$ cat src/rtl/fifo_pkg.sv
// Shared helpers and read-mode constants for the sync_fifo_fwft family.
package fifo_pkg;

    localparam int FIFO_STD  = 0;
    localparam int FIFO_FWFT = 1;

    // Bits needed to address n entries; returns 0 for n <= 1.
    function automatic int clog2(input int n);
        int r;
        r = 0;
        while ((1 << r) < n) r++;
        return r;
    endfunction

endpackage

$ cat src/rtl/fifo_mem.sv
// Simple dual-port storage array: synchronous write, asynchronous read.
module fifo_mem
    import fifo_pkg::*;
#(
    parameter int WIDTH = 8,
    parameter int DEPTH = 32,
    localparam int AW   = clog2(DEPTH)
) (
    input  logic             clk,
    input  logic             wr_en,
    input  logic [AW-1:0]    wr_addr,
    input  logic [WIDTH-1:0] wr_data,
    input  logic [AW-1:0]    rd_addr,
    output logic [WIDTH-1:0] rd_data
);

    logic [WIDTH-1:0] mem_q [DEPTH];

    // NOTE: the array has no reset; occupancy is tracked by the pointers, so
    // stale contents are never observed and the array can map onto RAM.
    always_ff @(posedge clk) begin
        if (wr_en) mem_q[wr_addr] <= wr_data;
    end

    assign rd_data = mem_q[rd_addr];

endmodule

$ cat src/rtl/sync_fifo_fwft.sv
// Single-clock FIFO with programmable thresholds, status pulses and a
// selectable standard / first-word-fall-through output stage.
module sync_fifo_fwft
    import fifo_pkg::*;
#(
    parameter int WIDTH = 8,
    parameter int DEPTH = 32,
    parameter int AF_TH = DEPTH - 2,
    parameter int AE_TH = 2,
    parameter int FWFT  = FIFO_STD,
    localparam int AW   = clog2(DEPTH)
) (
    input  logic             clk,
    input  logic             rst,
    input  logic             wr_en,
    input  logic [WIDTH-1:0] din,
    output logic             wr_ack,
    output logic             overflow,
    output logic             full,
    output logic             almost_full,
    input  logic             rd_en,
    output logic [WIDTH-1:0] dout,
    output logic             valid,
    output logic             underflow,
    output logic             empty,
    output logic             almost_empty,
    output logic [AW:0]      data_count
);

    localparam int            DW       = AW + 1;
    localparam logic [AW-1:0] LAST_PTR = AW'(DEPTH - 1);
    localparam logic [AW:0]   CNT_FULL = DW'(DEPTH);
    localparam logic [AW:0]   CNT_AF   = DW'(AF_TH);
    localparam logic [AW:0]   CNT_AE   = DW'(AE_TH);

    if (DEPTH < 2) begin : g_bad_depth
        $fatal(1, "sync_fifo_fwft: DEPTH must be >= 2");
    end
    if (AE_TH < 0 || AE_TH >= AF_TH || AF_TH > DEPTH) begin : g_bad_th
        $fatal(1, "sync_fifo_fwft: thresholds must satisfy 0 <= AE_TH < AF_TH <= DEPTH");
    end
    if (FWFT != FIFO_STD && FWFT != FIFO_FWFT) begin : g_bad_mode
        $fatal(1, "sync_fifo_fwft: FWFT must be 0 or 1");
    end

    logic [AW-1:0]    wr_ptr_q, wr_ptr_d;
    logic [AW-1:0]    rd_ptr_q, rd_ptr_d;
    logic [AW:0]      count_q, count_d;
    logic             wr_ack_q, overflow_q, underflow_q;
    logic [WIDTH-1:0] dout_q;
    logic             valid_q;
    logic             wr_fire, rd_fire;
    logic             mem_wr, mem_rd;
    logic             empty_w;
    logic [WIDTH-1:0] mem_rdata;

    // Pointers wrap on an explicit compare so non-power-of-two depths work.
    function automatic logic [AW-1:0] ptr_inc(input logic [AW-1:0] p);
        return (p == LAST_PTR) ? '0 : p + 1'b1;
    endfunction

    assign full    = (count_q == CNT_FULL);
    assign wr_fire = wr_en && !full;

    // NOTE: every always_comb output gets a default first so no latch is inferred.
    always_comb begin
        wr_ptr_d = mem_wr ? ptr_inc(wr_ptr_q) : wr_ptr_q;
        rd_ptr_d = mem_rd ? ptr_inc(rd_ptr_q) : rd_ptr_q;
        count_d  = count_q;
        case ({wr_fire, rd_fire})
            2'b10:   count_d = count_q + 1'b1;
            2'b01:   count_d = count_q - 1'b1;
            default: count_d = count_q;
        endcase
    end

    // NOTE: sequential state uses <= so all registers sample pre-edge values.
    always_ff @(posedge clk) begin
        if (rst) begin
            wr_ptr_q    <= '0;
            rd_ptr_q    <= '0;
            count_q     <= '0;
            wr_ack_q    <= 1'b0;
            overflow_q  <= 1'b0;
            underflow_q <= 1'b0;
        end else begin
            wr_ptr_q    <= wr_ptr_d;
            rd_ptr_q    <= rd_ptr_d;
            count_q     <= count_d;
            wr_ack_q    <= wr_fire;
            overflow_q  <= wr_en && full;
            underflow_q <= rd_en && empty_w;
        end
    end

    fifo_mem #(
        .WIDTH (WIDTH),
        .DEPTH (DEPTH)
    ) u_mem (
        .clk     (clk),
        .wr_en   (mem_wr),
        .wr_addr (wr_ptr_q),
        .wr_data (din),
        .rd_addr (rd_ptr_q),
        .rd_data (mem_rdata)
    );

    if (FWFT == FIFO_FWFT) begin : g_fwft
        logic mem_empty, take, load, bypass;

        // count includes the output register, so memory is empty when count == valid.
        assign mem_empty = (count_q == DW'(valid_q));
        assign empty_w   = !valid_q;
        assign rd_fire   = rd_en && valid_q;
        assign take      = !valid_q || rd_fire;
        assign load      = take && !mem_empty;
        assign bypass    = take && mem_empty && wr_fire;
        assign mem_wr    = wr_fire && !bypass;
        assign mem_rd    = load;

        always_ff @(posedge clk) begin
            if (rst) begin
                dout_q  <= '0;
                valid_q <= 1'b0;
            end else if (load) begin
                dout_q  <= mem_rdata;
                valid_q <= 1'b1;
            end else if (bypass) begin
                dout_q  <= din;
                valid_q <= 1'b1;
            end else if (rd_fire) begin
                valid_q <= 1'b0;
            end
        end
    end else begin : g_std
        assign empty_w = (count_q == '0);
        assign rd_fire = rd_en && !empty_w;
        assign mem_wr  = wr_fire;
        assign mem_rd  = rd_fire;

        always_ff @(posedge clk) begin
            if (rst) begin
                dout_q  <= '0;
                valid_q <= 1'b0;
            end else begin
                valid_q <= rd_fire;
                if (rd_fire) dout_q <= mem_rdata;
            end
        end
    end

    assign empty        = empty_w;
    assign almost_full  = (count_q >= CNT_AF);
    assign almost_empty = (count_q <= CNT_AE);
    assign data_count   = count_q;
    assign dout         = dout_q;
    assign valid        = valid_q;
    assign wr_ack       = wr_ack_q;
    assign overflow     = overflow_q;
    assign underflow    = underflow_q;

endmodule
$ cat config.mk
export PLATFORM = sky130hd
export DESIGN_NAME = sync_fifo_fwft
export DESIGN_NICKNAME = d
export VERILOG_FILES = /design/src/rtl/fifo_pkg.sv /design/src/rtl/fifo_mem.sv /design/src/rtl/sync_fifo_fwft.sv
export SDC_FILE = /design/constraint.sdc
export NUM_CORES = 1
export LEC_CHECK = 0
export ABC_AREA = 1
export CAP_MARGIN = 20
export CORE_MARGIN = 2
export CORE_UTILIZATION = 56
export CTS_CLUSTER_DIAMETER = 100
export DETAILED_ROUTE_END_ITERATION = 10
export PLACE_DENSITY = 0.73
export SETUP_SLACK_MARGIN = 0.1
export SLEW_MARGIN = 20
export SYNTH_ARGS = -nofsm -noshare
export SYNTH_HDL_FRONTEND = slang
export SYNTH_SLANG_ARGS = --single-unit
$ cat constraint.sdc
create_clock -name clk -period 5.35 [get_ports clk]
set_clock_uncertainty 0.05 [all_clocks]
set_input_delay 1.07 -clock clk [delete_from_list [all_inputs] [get_ports clk]]
set_output_delay 1.07 -clock clk [all_outputs]
set_load 0.005 [all_outputs]
==> impl_summary.md, run 1 <==
Finish
The area of all placed cells without fillers is 13600 µm². The top cell types in the final layout, fill and taps aside, are sky130_fd_sc_hd__nand2_1, sky130_fd_sc_hd__edfxtp_1, sky130_fd_sc_hd__nand3_1, sky130_fd_sc_hd__inv_1, sky130_fd_sc_hd__nor2_1. The final standard cell utilization of the core is 62.4%. Across the whole layout, storage elements account for 8250 µm².

The proportion of layout cells with a drive suffix above 1 is 5.17%. The leading cell type in the layout, fill and taps excluded is sky130_fd_sc_hd__nand2_1. The net count of the finished layout is 1261.

The multi-input logic area is 3170 µm². The filler cells instantiated in the layout total 1780. Relative to the synthesized area, the layout overhead comes to 9.52%. The antenna diode instance count is 0.

Routing
The routed design has 28.4 mm of wire. The count of nets left with antenna violations once routing finished came out at 0. The first-iteration detailed-routing DRC count is 815. The final routed wire length divided by cell count is 18.5 µm. The detailed router placed 8388 vias in this run. The number of remaining DRC errors is 0. The first-pass iteration count of the detailed router is 5. The average via count per standard cell is 5.46.

Timing
The smallest clock period supported by the final layout is computed as 3.12 ns. Headroom to the max-slew limit came out at 36.3%. On the final layout, the worst hold slack is 0.484 ns. Setup violations remaining at the end of the flow were counted as 0. The upper clock frequency limit is 320 MHz. Setup total negative slack on the finished layout was measured at 0 ns. The period utilization is 58.4%.

Setup repair after global routing left no endpoint under its margin. The worst path setup slack after routing is 2.23 ns. The actual slew at the worst max-slew pin is 0.955 ns. The number of hold violations in the final report was 0. The number of pins with negative max-slew slack in the final report is 0.

Placed design
OpenSTA, run right after detailed placement, puts the worst setup slack at 1.80 ns. The number of input and output port buffers inserted is 33. The final RePlAce weighted congestion is 0.876. The placed wire-length estimate is 17.1 mm. After detailed placement, the total cell area comes to 12700 µm².

Power
The design internal power is 4.02 mW. In this run, the combinational gates consume 25.0% of the power. Net switching is 32.0% of the power. The clock network is responsible for 30.7% of the overall power. Across the VDD grid, the largest voltage drop is 0.315 mV.

Summed over all nets, the switching power comes to 1.89 mW. The analysis attributes to cell leakage a power of 5.53 nW. Dividing total power by cell area gives a power density of 436 nW/µm². In this run, flip-flops and latches consume 44.2% of the power.

Logic synthesis
The number of warnings printed during yosys synthesis is 0. The number of synthesized register bits is 284. The cell count after synthesis is 1230. The synthesized netlist occupies a cell area of 12400 µm². The share of the yosys chip area belonging to registers is 66.5%. The average instance in the mapped netlist occupies 10.1 µm².

The number of different library cells in the post-synthesis netlist is 33. The number of nets handed over by synthesis was 1252.

Floorplanning
The starting density of the core is 57.0%. 34 I/O pins were placed. The floorplan step set the die width to 153 µm. The area of the core is 21800 µm². The count of standard-cell rows is 54. The vertical extent of the die is 153 µm.

The die covers 23300 µm².

CTS
The clock drives 284 sinks. The number of levels the H-tree was split into is 1. The buffer depth of the longest clock path is 3. TritonCTS created 28 clock buffers. For the worst-skew pair, the clock arrives at the later sink with an insertion delay of 0.54 ns. The number of hold buffers added after cts is 0. TritonCTS built the clock tree. Clock-pin slew was measured on the worst setup and hold paths at 0.06 ns. After clock tree synthesis, the repair step resized 0 gates. After clock tree synthesis, the setup repair step added 0 buffers.

The root buffer cell chosen for the clock tree is sky130_fd_sc_hd__clkbuf_16.

Worst hold path
The cell depth of the worst min-delay path is 2. The path with the worst hold slack has its endpoint at overflow. In this run the most critical hold path is launched from data_count[5]. The tightest min-delay check is of the reg -> reg type.

GRT
In the global route stage, overall resource usage came out at 24.2%. The first-pass GRT wire length is 44.1 mm. The initial antenna violation count is 0. The via count of the first global-routing pass is 8103.

For this run the aggregate overflow at the end of global routing stands at 0. The pin count of the biggest net entering global routing is 94.

Status
The run finished with clean final reports.

Setup path
The critical path in this run is classified as reg -> out. The startpoint of the worst setup timing path is data_count[2]. For flop-to-flop paths, the worst setup slack is 2.54 ns. STA classifies the critical path startpoint as a register. The kind of end point of the critical path is a primary output.

At the worst endpoint, the required time is 4.23 ns. For the worst flop-to-flop path, the logic depth is 10. On the critical path, the stage with the largest delay is an instance of sky130_fd_sc_hd__clkdlybuf4s50_1. The maximum fanout count along the critical path is 5. The data arrival time at the worst-slack endpoint is 2.00 ns.

The maximum single-stage delay on the critical path is 0.56 ns. The endpoint of the worst register-to-register path is dout[0]. The signal on the critical path passes through inv_1 > o41ai_1 > clkdlybuf4s50_1. The startpoint of the most critical register-to-register path is rd_ptr_q[0].

Job
The number of maximum-capacitance constraint violations is 0.
==> layer usage <==
metal / GRT usage (%) / vias to the layer above / wire length [µm]
met5: 0 / - / 0
met4: 6.75 / 0 / 654
met3: 2.73 / 52 / 2130
met2: 40.8 / 333 / 13900
met1: 33.8 / 3961 / 11700
li1: - / 4042 / -
==> power groups by stage <==
| stage | combinational, mW | clock, mW | sequential, mW |
|---|---|---|---|
| finish | 1.48 | 1.82 | 2.62 |
| global route | 1.64 | 1.91 | 2.63 |
| CTS | 1.47 | 1.84 | 2.61 |
| detailed placement | 1.46 | 0 | 2.66 |
| global placement | 1.44 | 0 | 2.66 |
| floorplan | 1.08 | 0 | 2.59 |
==> cells in the mapped netlist <==
library cell / n / area [µm²]
sky130_fd_sc_hd__o31ai_1: 1 / 7.51
sky130_fd_sc_hd__buf_1: 7 / 26.3
sky130_fd_sc_hd__ha_1: 10 / 125
sky130_fd_sc_hd__clkinv_1: 2 / 7.51
sky130_fd_sc_hd__buf_2: 25 / 125
sky130_fd_sc_hd__o21a_1: 1 / 7.51
sky130_fd_sc_hd__nor2_2: 2 / 12.5
sky130_fd_sc_hd__xor2_1: 2 / 17.5
sky130_fd_sc_hd__o211ai_1: 1 / 7.51
sky130_fd_sc_hd__nor3_1: 2 / 10.0
sky130_fd_sc_hd__o22ai_1: 1 / 6.26
sky130_fd_sc_hd__o41ai_1: 1 / 8.76
sky130_fd_sc_hd__nor2_1: 62 / 233
sky130_fd_sc_hd__clkbuf_1: 14 / 52.6
sky130_fd_sc_hd__inv_4: 1 / 6.26
sky130_fd_sc_hd__a21oi_1: 19 / 95.1
sky130_fd_sc_hd__nand2_1: 398 / 1490
sky130_fd_sc_hd__inv_2: 4 / 15.0
sky130_fd_sc_hd__buf_4: 1 / 7.51
sky130_fd_sc_hd__buf_6: 12 / 135
sky130_fd_sc_hd__nor3b_2: 1 / 12.5
sky130_fd_sc_hd__o21bai_1: 1 / 7.51
sky130_fd_sc_hd__xnor2_1: 2 / 17.5
sky130_fd_sc_hd__edfxtp_1: 256 / 7690
sky130_fd_sc_hd__dfxtp_1: 28 / 561
sky130_fd_sc_hd__buf_12: 1 / 20.0
sky130_fd_sc_hd__nand2_2: 2 / 12.5
sky130_fd_sc_hd__nor4_1: 1 / 6.26
sky130_fd_sc_hd__inv_1: 155 / 582
sky130_fd_sc_hd__o21ai_0: 25 / 125
sky130_fd_sc_hd__nand3_1: 189 / 946
sky130_fd_sc_hd__nand4_1: 2 / 12.5
sky130_fd_sc_hd__o21ai_1: 1 / 5.00
==> metrics by stage <==
step / instances / power, mW
4_1_cts: 1536 / 5.92
3_5_place_dp: 1488 / 4.12
6_report: 1537 / 5.92
3_3_place_gp: 1488 / 4.10
5_1_grt: 1537 / 6.19
2_1_floorplan: 1230 / 3.67
==> registers in the layout (all words and copies together) (netlist names) <==
register,cells
valid,1
u_mem.mem_q,256
data_count,6
wr_ptr_q,5
rd_ptr_q,5
dout,8
overflow,1
underflow,1
wr_ack,1
==> kinds of logic after synthesis <==
family / Yosys count / share of synthesized area, %
AO/OA/AOI/OAI: 51 / 2.18
XOR/XNOR: 4 / 0.283
adder cells (fa/ha/maj): 10 / 1.01
AND/OR/NAND/NOR: 659 / 22.1
buffers and inverters: 222 / 7.88
flip-flops: 284 / 66.5
==> worst max-delay path by stage <==
stage               endpoint  slack (ns)  cells after the start
6_report         almost_full        2.23                      3
5_1_grt          almost_full        2.09                      3
4_1_cts          almost_full        2.22                      3
3_5_place_dp   data_count[4]        1.80                     15
3_3_place_gp   data_count[4]        1.87                     15
2_1_floorplan  data_count[4]        2.52                     14
==> critical path: cells and delay by family, from the launching register on <==
| kind | cells | cell delay (ns) |
|---|---|---|
| compound gates | 1 | 0.36 |
| buf+inv | 2 | 0.68 |
| flops | 1 | 0.43 |
==> final cells by class <==
cell class,instances,share of cell area [%]
flip-flops and latches,284,60.8
inverters,162,4.50
clock buffers,36,5.54
clock inverters,12,0.710
repair buffers,39,2.53
multi-input cells,724,23.3
well taps,280,2.58
(Power assumes the default switching activity.)
==> run 2: changes to the inputs <==
PLACE_DENSITY = 0.76   (was 0.73)
clock period = 2.6 ns   (was 5.35 ns; I/O delays follow)
==> impl_summary.md, run 2 (synthesis results as in run 1) <==
Status
The run finished with clean final reports.

Setup path
The most critical setup path has its startpoint at data_count[2]. The slack of the worst reg-to-reg path is 0.23 ns (-2.31 ns). The signal on the critical path passes through nor2_2 > nand2_2 > nor2_4 > nand2_2 > inv_1 > clkdlybuf4s50_1. The maximum fanout count along the critical path is 5 (unchanged). Grouping stages by cell kind, the critical path spends the most delay in buffers and inverters.

The setup path with the least slack is of type reg -> out. The worst register-to-register path begins at data_count[2]. The maximum single-stage delay on the critical path was 0.49 ns (-0.07 ns).

The kind of launch point of the worst setup path is a register. The kind of end point of the critical path is a primary output. The most used cell along the critical path is sky130_fd_sc_hd__nand2_2. The data required time at the worst endpoint is 2.03 ns (-2.20 ns).

The number of buffers and inverters on the critical path is 2 (unchanged). The critical-path cell with the highest stage delay is sky130_fd_sc_hd__clkdlybuf4s50_1. The data arrival time at the worst-slack endpoint is 1.93 ns (-0.07 ns).

Routing
The number of vias in the routed layout came to 8642 (+3.0%). The first-pass iteration count of the detailed router came to 5 (unchanged). The routed wire length is 27.5 mm (-3.0%). The average via count per standard cell is 5.42 (-0.72%). The first-iteration detailed-routing DRC count is 772 (-5.3%). The final routed wire length divided by cell count is 17.3 µm (-6.5%). The remaining antenna violation count is 0 (unchanged). The number of remaining DRC errors was 0 (unchanged).

Timing
The actual slew at the worst max-slew pin is 0.739 ns (-0.216 ns). The accumulated negative setup slack is 0 ns (unchanged). The number of pins with negative max-slew slack in the final report is 0 (unchanged).

The number of failing setup endpoints in the final timing report came to 0 (unchanged). The worst hold slack was 0.471 ns (-0.0132 ns). The worst path setup slack after routing is 0.101 ns (-2.13 ns). The upper clock frequency limit is 400 MHz.

The worst max-slew margin expressed relative to the limit is 50.4% (+14 points). The final critical path takes up 96.1% of the cycle. The number of hold violations in the final report came to 0 (unchanged). Setup repair after global routing could not meet its margin everywhere. After layout, the minimum clock period comes to 2.50 ns.

Finish
The area taken by flip-flops and latches is 8260 µm² (about the same). The leading cell type in the layout, fill and taps excluded is sky130_fd_sc_hd__nand2_1. The fill cell total of the finished layout came to 1611 (-9.5%).

The flip-flop count of the largest register after layout is 256 (unchanged). The non-filler instance count after layout is 1595 (+3.8%). The proportion of layout cells with a drive suffix above 1 is 8.97% (+3.8 points). The area of all placed cells without fillers is 14100 µm² (+4.0%).

The synthesis-to-layout area growth is 13.9%. More flip-flops sit in one register than any other, and that register is u_mem.mem_q. The antenna diode instance count was 0 (unchanged). The final standard cell utilization of the core is 64.9% (+2.5 points). The multi-input logic area is 3200 µm² (+0.87%).

The net count of the finished layout is 1317 (+4.4%). In the layout the commonest cells are sky130_fd_sc_hd__nand2_1, sky130_fd_sc_hd__edfxtp_1, sky130_fd_sc_hd__nand3_1, sky130_fd_sc_hd__inv_1, sky130_fd_sc_hd__nor2_1.

Placed design
The cell count after placement is 1545 (+3.8%). The placed wire-length estimate came to 16.8 mm (-2.0%). The worst setup slack before clock tree synthesis is 0.0141 ns (-1.79 ns). The area after detailed placement came to 13200 µm² (+4.1%). The number of input and output port buffers inserted is 33 (unchanged). The final RePlAce weighted congestion is 0.884 (+0.84%).

Floorplanning
The die boundary width came to 153 µm (unchanged). The starting density of the core is 57.0% (unchanged). The vertical extent of the die is 153 µm (unchanged). The count of standard-cell rows came to 54 (unchanged). The area enclosed by the die boundary is 23300 µm² (unchanged). The I/O pin count is 34 (unchanged). The area of the core is 21800 µm² (unchanged).

CTS
The clock insertion delay at the later pin of the skew report is 0.54 ns (about the same). The number of buffers created by CTS was 28 (unchanged). The TritonCTS sink count is 284 (unchanged).

The buffer depth of the longest clock path came to 3 (unchanged). The number of levels the H-tree was split into is 1 (unchanged). The number of hold buffers added after cts is 0 (unchanged).

The root cell of the clock tree is sky130_fd_sc_hd__clkbuf_16. TritonCTS built the clock tree. The clock slew at the register clock pins of the worst setup and hold paths is 0.06 ns (about the same).

Worst hold path
The tightest min-delay check is of the reg -> reg type. In this run the most critical hold path is launched from wr_ptr_q[0].

GRT
The initial antenna violation count is 0 (unchanged). The first-pass GRT wire length is 43.4 mm (-1.6%). The pin count of the biggest net entering global routing was 113 (+20%). The total grt overflow is 0 (unchanged). The global routing usage summed across all routing layers is 23.6% (-0.67 points). The via count of the first global-routing pass is 8259 (+1.9%).

Power
The total power per unit cell area was 885 nW/µm² (+100%). The leakage power is 5.85 nW (+5.7%). The overall power is 12.5 mW (+110%).

The highest ir drop seen on vdd came to 0.699 mV (+120%).

Job
The number of maximum-capacitance constraint violations came to 0 (unchanged).
==> run 2: cell types whose count changed in the layout (fill, tap and decap cells not counted), moves of 2 or more <==
| cell | previous run | this run |
|---|---|---|
| sky130_fd_sc_hd__buf_4 | 5 | 58 |
| sky130_fd_sc_hd__nand2_1 | 398 | 395 |
| sky130_fd_sc_hd__clkdlybuf4s50_1 | 25 | 32 |
| sky130_fd_sc_hd__clkinv_4 | 2 | 0 |
| sky130_fd_sc_hd__buf_12 | 0 | 4 |
| sky130_fd_sc_hd__nand2_2 | 2 | 5 |
| sky130_fd_sc_hd__clkinv_2 | 5 | 2 |
| sky130_fd_sc_hd__dfxtp_1 | 26 | 24 |
| sky130_fd_sc_hd__nor2_1 | 62 | 59 |
| sky130_fd_sc_hd__buf_2 | 8 | 0 |
| sky130_fd_sc_hd__dfxtp_2 | 1 | 3 |
| sky130_fd_sc_hd__clkinv_1 | 4 | 6 |
| sky130_fd_sc_hd__clkbuf_1 | 7 | 11 |
| sky130_fd_sc_hd__nor2_2 | 2 | 4 |
==> run 2: power breakdown <==
group | leakage [nW] | switching (mW) | internal (mW)
registers | 2.54 | 0.164 | 5.15
clock network | 0.413 | 1.59 | 2.23
logic | 2.89 | 2.20 | 1.16
total | 5.85 | 3.95 | 8.54
==> run 2: area by class of cell <==
| cell class | instances | area share [%] |
|---|---|---|
| well taps | 280 | 2.48 |
| multi-input cells | 724 | 22.6 |
| flip-flops and latches | 284 | 58.5 |
| repair buffers | 95 | 5.98 |
| inverters | 162 | 4.32 |
| clock inverters | 10 | 0.691 |
| clock buffers | 40 | 5.43 |
==> run 2: worst register-to-register path: stages (launching register included) <==
cell and delay [ns]:
sky130_fd_sc_hd__dfxtp_2 0.35, sky130_fd_sc_hd__nor2_2 0.14, sky130_fd_sc_hd__nand2_2 0.12, sky130_fd_sc_hd__nor2_4 0.14
sky130_fd_sc_hd__nand2_2 0.09, sky130_fd_sc_hd__nand2_2 0.09, sky130_fd_sc_hd__inv_2 0.05, sky130_fd_sc_hd__ha_1 0.20
sky130_fd_sc_hd__buf_4 0.16, sky130_fd_sc_hd__inv_1 0.08, sky130_fd_sc_hd__nand2_1 0.06, sky130_fd_sc_hd__nand2_1 0.12
sky130_fd_sc_hd__nand3_1 0.13, sky130_fd_sc_hd__nand2_2 0.11, sky130_fd_sc_hd__nand2_1 0.05, sky130_fd_sc_hd__nand2_1 0.06
sky130_fd_sc_hd__nand3_1 0.08, sky130_fd_sc_hd__nand2_1 0.07, sky130_fd_sc_hd__nand2_1 0.04, sky130_fd_sc_hd__nor2_1 0.10
==> run 2: path summary, 6_finish.rpt <==
path              endpoint  cells after the start
max reg2reg  data_count[5]                     19
min            wr_ptr_q[0]                      2
max                  empty                      6
min reg2reg    wr_ptr_q[0]                      2
==> run 2: timing repair <==
| item | 4_1_cts | 5_1_grt |
|---|---|---|
| buffers inserted | 0 | 0 |
| pin swaps | 0 | 2 |
| gates resized for setup | 4 | 7 |
| setup endpoints to repair | 1 | 5 |
==> run 2: layer usage <==
metal,track usage [%],share of wire (%),vias up,routed length [µm]
met5,0,0,-,0
met2,39.0,48,408,13300
met3,3.41,8.6,64,2360
met1,32.5,41,4016,11200
met4,7.80,2.7,0,735
li1,-,-,4154,-
==> run 3: changes to the inputs <==
CAP_MARGIN = 25   (was 20)
==> results of run 3 <==
The final DEF is identical to that of run 2; final timing and power are the same.
